<file path="src/rtl/numeric_keypad_frontend.sv">
// numeric_keypad_frontend
//   Debounced front end for the 10-key numeric keypad. Synchronizes the raw,
//   bouncing key lines, debounces press and release, and drives a clean
//   one-hot key bus for the detonator core.
//
// Ports
//   clk        in   system clock, rising edge
//   rst_n      in   synchronous active-low reset
//   key_raw    in   [9:0] raw asynchronous key lines, bit i = digit i
//   A          out  [9:0] debounced one-hot key bus, all-zero = no key
//   digit      out  [3:0] BCD value of the last accepted key
//   digit_vld  out  one-cycle pulse on each accepted press
//   err        out  one-cycle pulse when two or more keys become pressed
module numeric_keypad_frontend #(
    parameter int unsigned DEBOUNCE_CYCLES = 4
) (
    input  logic       clk,
    input  logic       rst_n,
    input  logic [9:0] key_raw,
    output logic [9:0] A,
    output logic [3:0] digit,
    output logic       digit_vld,
    output logic       err
);

    localparam int unsigned   CW      = $clog2(DEBOUNCE_CYCLES + 1);
    localparam logic [CW-1:0] CNT_MAX = CW'(DEBOUNCE_CYCLES);
    localparam logic [CW-1:0] CNT_ONE = CW'(1);

    typedef enum logic [1:0] {
        S_IDLE,
        S_DEBOUNCE,
        S_PRESSED,
        S_RELEASE
    } state_e;

    state_e        state_q, state_d;
    logic [9:0]    s1_q, s2_q;
    logic [9:0]    cand_q, cand_d;
    logic [CW-1:0] cnt_q, cnt_d, cnt_inc;
    logic          multi_q;
    logic [9:0]    a_q, a_d;
    logic [3:0]    digit_q, digit_d;
    logic          vld_q, vld_d;
    logic          err_q;

    logic s2_zero, s2_onehot, s2_multi;

    function automatic logic [3:0] encode(input logic [9:0] oh);
        logic [3:0] idx;
        idx = '0;
        for (int unsigned i = 0; i < 10; i++) begin
            if (oh[i]) idx = 4'(i);
        end
        return idx;
    endfunction

    // Clearing the lowest set bit leaves zero only for a one-hot value.
    assign s2_zero   = (s2_q == '0);
    assign s2_onehot = !s2_zero && ((s2_q & (s2_q - 10'd1)) == '0);
    assign s2_multi  = !s2_zero && !s2_onehot;

    always_comb begin
        state_d = state_q;
        cand_d  = cand_q;
        cnt_d   = cnt_q;
        a_d     = a_q;
        digit_d = digit_q;
        vld_d   = 1'b0;
        // Saturating increment: the counter never wraps.
        cnt_inc = (cnt_q == CNT_MAX) ? cnt_q : cnt_q + CNT_ONE;

        unique case (state_q)
            S_IDLE: begin
                cnt_d = '0;
                if (s2_onehot) begin
                    cand_d  = s2_q;
                    cnt_d   = CNT_ONE;
                    state_d = S_DEBOUNCE;
                end
            end
            S_DEBOUNCE: begin
                if (s2_q == cand_q) begin
                    cnt_d = cnt_inc;
                    if (cnt_inc == CNT_MAX) begin
                        state_d = S_PRESSED;
                        a_d     = cand_q;
                        digit_d = encode(cand_q);
                        vld_d   = 1'b1;
                    end
                end else begin
                    cnt_d   = '0;
                    state_d = S_IDLE;
                end
            end
            S_PRESSED: begin
                if (s2_q != cand_q) begin
                    cnt_d   = CNT_ONE;
                    state_d = S_RELEASE;
                end
            end
            S_RELEASE: begin
                // A returning candidate is a release bounce, not a new press.
                if (s2_q == cand_q) begin
                    state_d = S_PRESSED;
                end else begin
                    cnt_d = cnt_inc;
                    if (cnt_inc == CNT_MAX) begin
                        state_d = S_IDLE;
                        a_d     = '0;
                    end
                end
            end
            default: state_d = S_IDLE;
        endcase
    end

    always_ff @(posedge clk) begin
        if (!rst_n) begin
            s1_q    <= '0;
            s2_q    <= '0;
            state_q <= S_IDLE;
            cand_q  <= '0;
            cnt_q   <= '0;
            multi_q <= 1'b0;
            a_q     <= '0;
            digit_q <= '0;
            vld_q   <= 1'b0;
            err_q   <= 1'b0;
        end else begin
            s1_q    <= key_raw;
            s2_q    <= s1_q;
            state_q <= state_d;
            cand_q  <= cand_d;
            cnt_q   <= cnt_d;
            multi_q <= s2_multi;
            a_q     <= a_d;
            digit_q <= digit_d;
            vld_q   <= vld_d;
            // One pulse per multi-hot episode, independent of the FSM.
            err_q   <= s2_multi && !multi_q;
        end
    end

    assign A         = a_q;
    assign digit     = digit_q;
    assign digit_vld = vld_q;
    assign err       = err_q;

endmodule
</file>
<file path="config.mk">
export PLATFORM = sky130hd
export DESIGN_NAME = numeric_keypad_frontend
export DESIGN_NICKNAME = d
export VERILOG_FILES = /design/src/rtl/numeric_keypad_frontend.sv
export SDC_FILE = /design/constraint.sdc
export NUM_CORES = 1
export LEC_CHECK = 0
export CAP_MARGIN = 20
export CORE_MARGIN = 2
export CORE_UTILIZATION = 50
export CTS_CLUSTER_SIZE = 30
export DETAILED_ROUTE_END_ITERATION = 6
export MAX_ROUTING_LAYER = met4
export PLACE_DENSITY_LB_ADDON = 0.12
export SLEW_MARGIN = 20
export SYNTH_ARGS = -nofsm -noshare
export SYNTH_HDL_FRONTEND = slang
export SYNTH_SLANG_ARGS = --single-unit
</file>
<file path="constraint.sdc">
create_clock -name clk -period 3.6 [get_ports clk]
set_clock_uncertainty 0.05 [all_clocks]
set_input_delay 1.08 -clock clk [delete_from_list [all_inputs] [get_ports clk]]
set_output_delay 1.08 -clock clk [all_outputs]
set_load 0.01 [all_outputs]
</file>
==> results by group <==
Final layout
  – Final nets: 278
  – Final core occ: 0.6046
  – Layout cells sized above 1: 0.06415
  – # diodes: 0
  – FILL cells: 379
  – Area Growth Syn to Fin: 17.08%

Worst setup path
  – CP Capture Type: register
  – Critical Path RT: 3750 ps
  – FF-to-FF setup slack: 950 ps
  – CP Max Fanout: 10
  – Setup CP Type: reg -> reg
  – Cell Chain, Critical Path: inv_1 -> ha_1 -> or3b_2 -> a311o_1 -> nor2_1 -> mux2i_1 -> buf_4 -> mux2i_1
  – Startpoint types: register
  – Critical-path top delay cell: or3b_2
  – Most common cell on crit path: mux2i_1
  – Crit-path max cell delay: 460 ps
  – Worst EP arrival: 2800 ps

Flow run
  – Max-cap violations: 0

GRT
  – Overall global routing resource usage: 0.1790
  – GR Overflow Total: 0
  – Initial antenna violation count: 0
  – Largest net degree at the start of global routing: 62
  – First-pass GRT wire length: 6920 um
  – Number of global-route vias before repair: 1,466

Floorplanning
  – DIE HEIGHT: 71.06 um
  – Initial Utilization: 0.5164
  – Ports: 28
  – Area of the core: 0.004354 mm^2
  – Die W: 71.06 um
  – Rows: 24
  – Die area: 0.005050 mm^2

STA
  – RSZ-0062 raised after global routing: false
  – TNS Setup: 0 ps
  – Final Max Tran Viols: 0
  – Final Critical Period: 2653 ps
  – Final setup viols: 0
  – Hold Vio Cnt, Final: 0
  – Period utilization: 0.7369
  – Slew HR: 0.4754
  – Achievable Freq: 377.0 MHz
  – Slew @ Worst Pin: 786.9 ps

Detailed routing
  – Drt pass-1 iters: 4
  – Routed len/inst: 12.63 um
  – Post-DRT Antenna Nets: 0
  – Drt total wl: 4005 um
  – DRT iter0 DRCs: 142
  – DR vias: 1,655
  – Number of remaining DRC errors: 0
  – Vias/cell: 5.221

Synth
  – Synth Register Bits: 52
  – Avg Synthesized Cell Area: 9.253 um^2
  – Post-synth EDFFs: 0
  – Primary FF master, synth: dfxtp_1
  – Synth Instances: 243
  – Yosys warning total: 0
  – Seq/Total Area, Yosys: 0.4630
  – Mapped cell area: 0.002248 mm^2
  – Yosys cell types: 44
  – Synth Net Count: 257
  – Async S/R FF share, synth: 0

Clocking
  – # Post-CTS Setup Buffers: 0
  – CTS Root Cell: clkbuf_8
  – Max H-tree Level: 2
  – Clk buf depth: 2
  – Sink Count: 52
  – Post-CTS Hold Fix Bufs: 0
  – CTS tree: done
  – Clock slew at reported path FFs: 100 ps
  – TritonCTS Buffers: 5
  – Clk Latency, worst-skew pair: 310 ps
  – Post_cts resized: 0

Pwr
  – Power density over the cells: 426.2 mW/mm^2
  – Peak VDD IR: 292.5 uV
  – Leakage power: 0.001112 uW

Placed design
  – Final HPWL DP: 2689 um
  – GP Congestion: 0.8235
  – Number of buffers added on ports: 27

Status
  – Status: complete, no violations

Min path
  – Min-delay worst type: reg -> reg
==> per-layer routing <==
metal	GRT usage	part of all wire
met5	-	0
met1	0.2542	0.52
met3	0.04416	0.049
met2	0.2388	0.41
met4	0.07966	0.019
==> registers in the layout (all words and copies together), names as in the netlist, named ones only <==
name	flops
cand_q	10
cnt_q	3
err	1
A	10
s1_q	10
digit_vld	1
digit	4
s2_q	10
state_q	1
multi_q	1
==> cells by family after synthesis <==
| family | Yosys count | synth area share |
|---|---|---|
| and+or+nand+nor | 97 | 0.2143 |
| DFF | 52 | 0.4630 |
| AOI/OAI and AO/OA | 34 | 0.1247 |
| buffers and inverters | 25 | 0.04563 |
| muxes | 22 | 0.09794 |
| xor gates and xnor gates | 10 | 0.03895 |
| adders and majority gates | 3 | 0.01558 |
==> area by class of cell <==
cell class                      count  area, um^2  share of cell area
Multi-Input combinational cell    166        1105              0.4197
Clock buffer                        5       68.82             0.02614
Clock inverter                      3       26.28            0.009981
Sequential cell                    52        1041              0.3954
Timing Repair Buffer               30       292.8              0.1112
Tap cell                           52       65.06             0.02471
Inverter                            9       33.78             0.01283
==> worst paths after layout <==
path | startpoint | to | cells after the start
max | cnt_q[0] | A[9] | 8
min | multi_q | err | 1
max reg2reg | cnt_q[0] | A[9] | 8
min reg2reg | multi_q | err | 1
==> cell usage after synthesis, drive strengths merged (3+ instances only) <==
cell type	number	area, um^2
a211oi	3	22.52
nor2	7	26.28
a21oi	6	30.03
o311a	4	41.29
xor2	10	87.58
nand2b	3	18.77
dfxtp	52	1041
mux2i	22	220.2
nand2	46	172.7
and2	20	125.1
a2111oi	3	45.05
and3	5	31.28
clkbuf	14	53.80
o21a	3	22.52
nor4	3	18.77
inv	9	33.78
==> worst max-delay path, delay by kind of cell, from the launching register on <==
kind | cells | cell delay [ps]
AO/OA/AOI/OAI | 1 | 410
adder cells (fa/ha/maj) | 1 | 240
multiplexers | 2 | 270
buffers and inverters | 2 | 310
flip-flops | 1 | 430
AND/OR/NAND/NOR | 2 | 830
==> per-stage QoR <==
stage	hold WS (ps)	setup WS (ps)	power, uW	instance area [um^2]	cells
after floorplan	317.4	1081	748.3	2248	243
final	337.2	947.2	1122	2633	317
after CTS	338.7	970.1	1131	2633	317
after global placement	320.7	977.8	784.3	2537	309
after global routing	360.2	766.0	1173	2633	317
after detailed placement	324.6	911.6	786.2	2537	309
==> report_power, final <==
group	leakage [uW]	internal [uW]	total (uW)	switching, uW
combinational	0.000638	72.1	152	80.4
sequential	0.000424	597	622	24.6
clock	0.0000491	143	348	204
total	0.00111	813	1120	309
==> cells in the final DEF (no fill, tap or decap), drive strengths merged, types with 2 or more instances in the layout <==
master | Yosys | layout
and3 | 5 | 5
nand2b | 3 | 3
inv | 9 | 11
buf | 2 | 3
a21boi | 2 | 2
o311a | 4 | 4
nor3 | 2 | 2
a21o | 2 | 2
nor2b | 2 | 2
xor2 | 10 | 10
or3b | 2 | 2
o21ai | 2 | 2
nand3 | 2 | 2
clkbuf | 14 | 5
mux2i | 22 | 22
nand2 | 46 | 46
a2111oi | 3 | 3
ha | 2 | 2
a21oi | 6 | 6
and2 | 20 | 20
nor4 | 3 | 3
or3 | 2 | 2
a211oi | 3 | 3
clkdlybuf4s50 | 0 | 27
dfxtp | 52 | 52
nor2 | 7 | 7
o21a | 3 | 3
No activity file was read; power rests on OpenSTA's default activity.
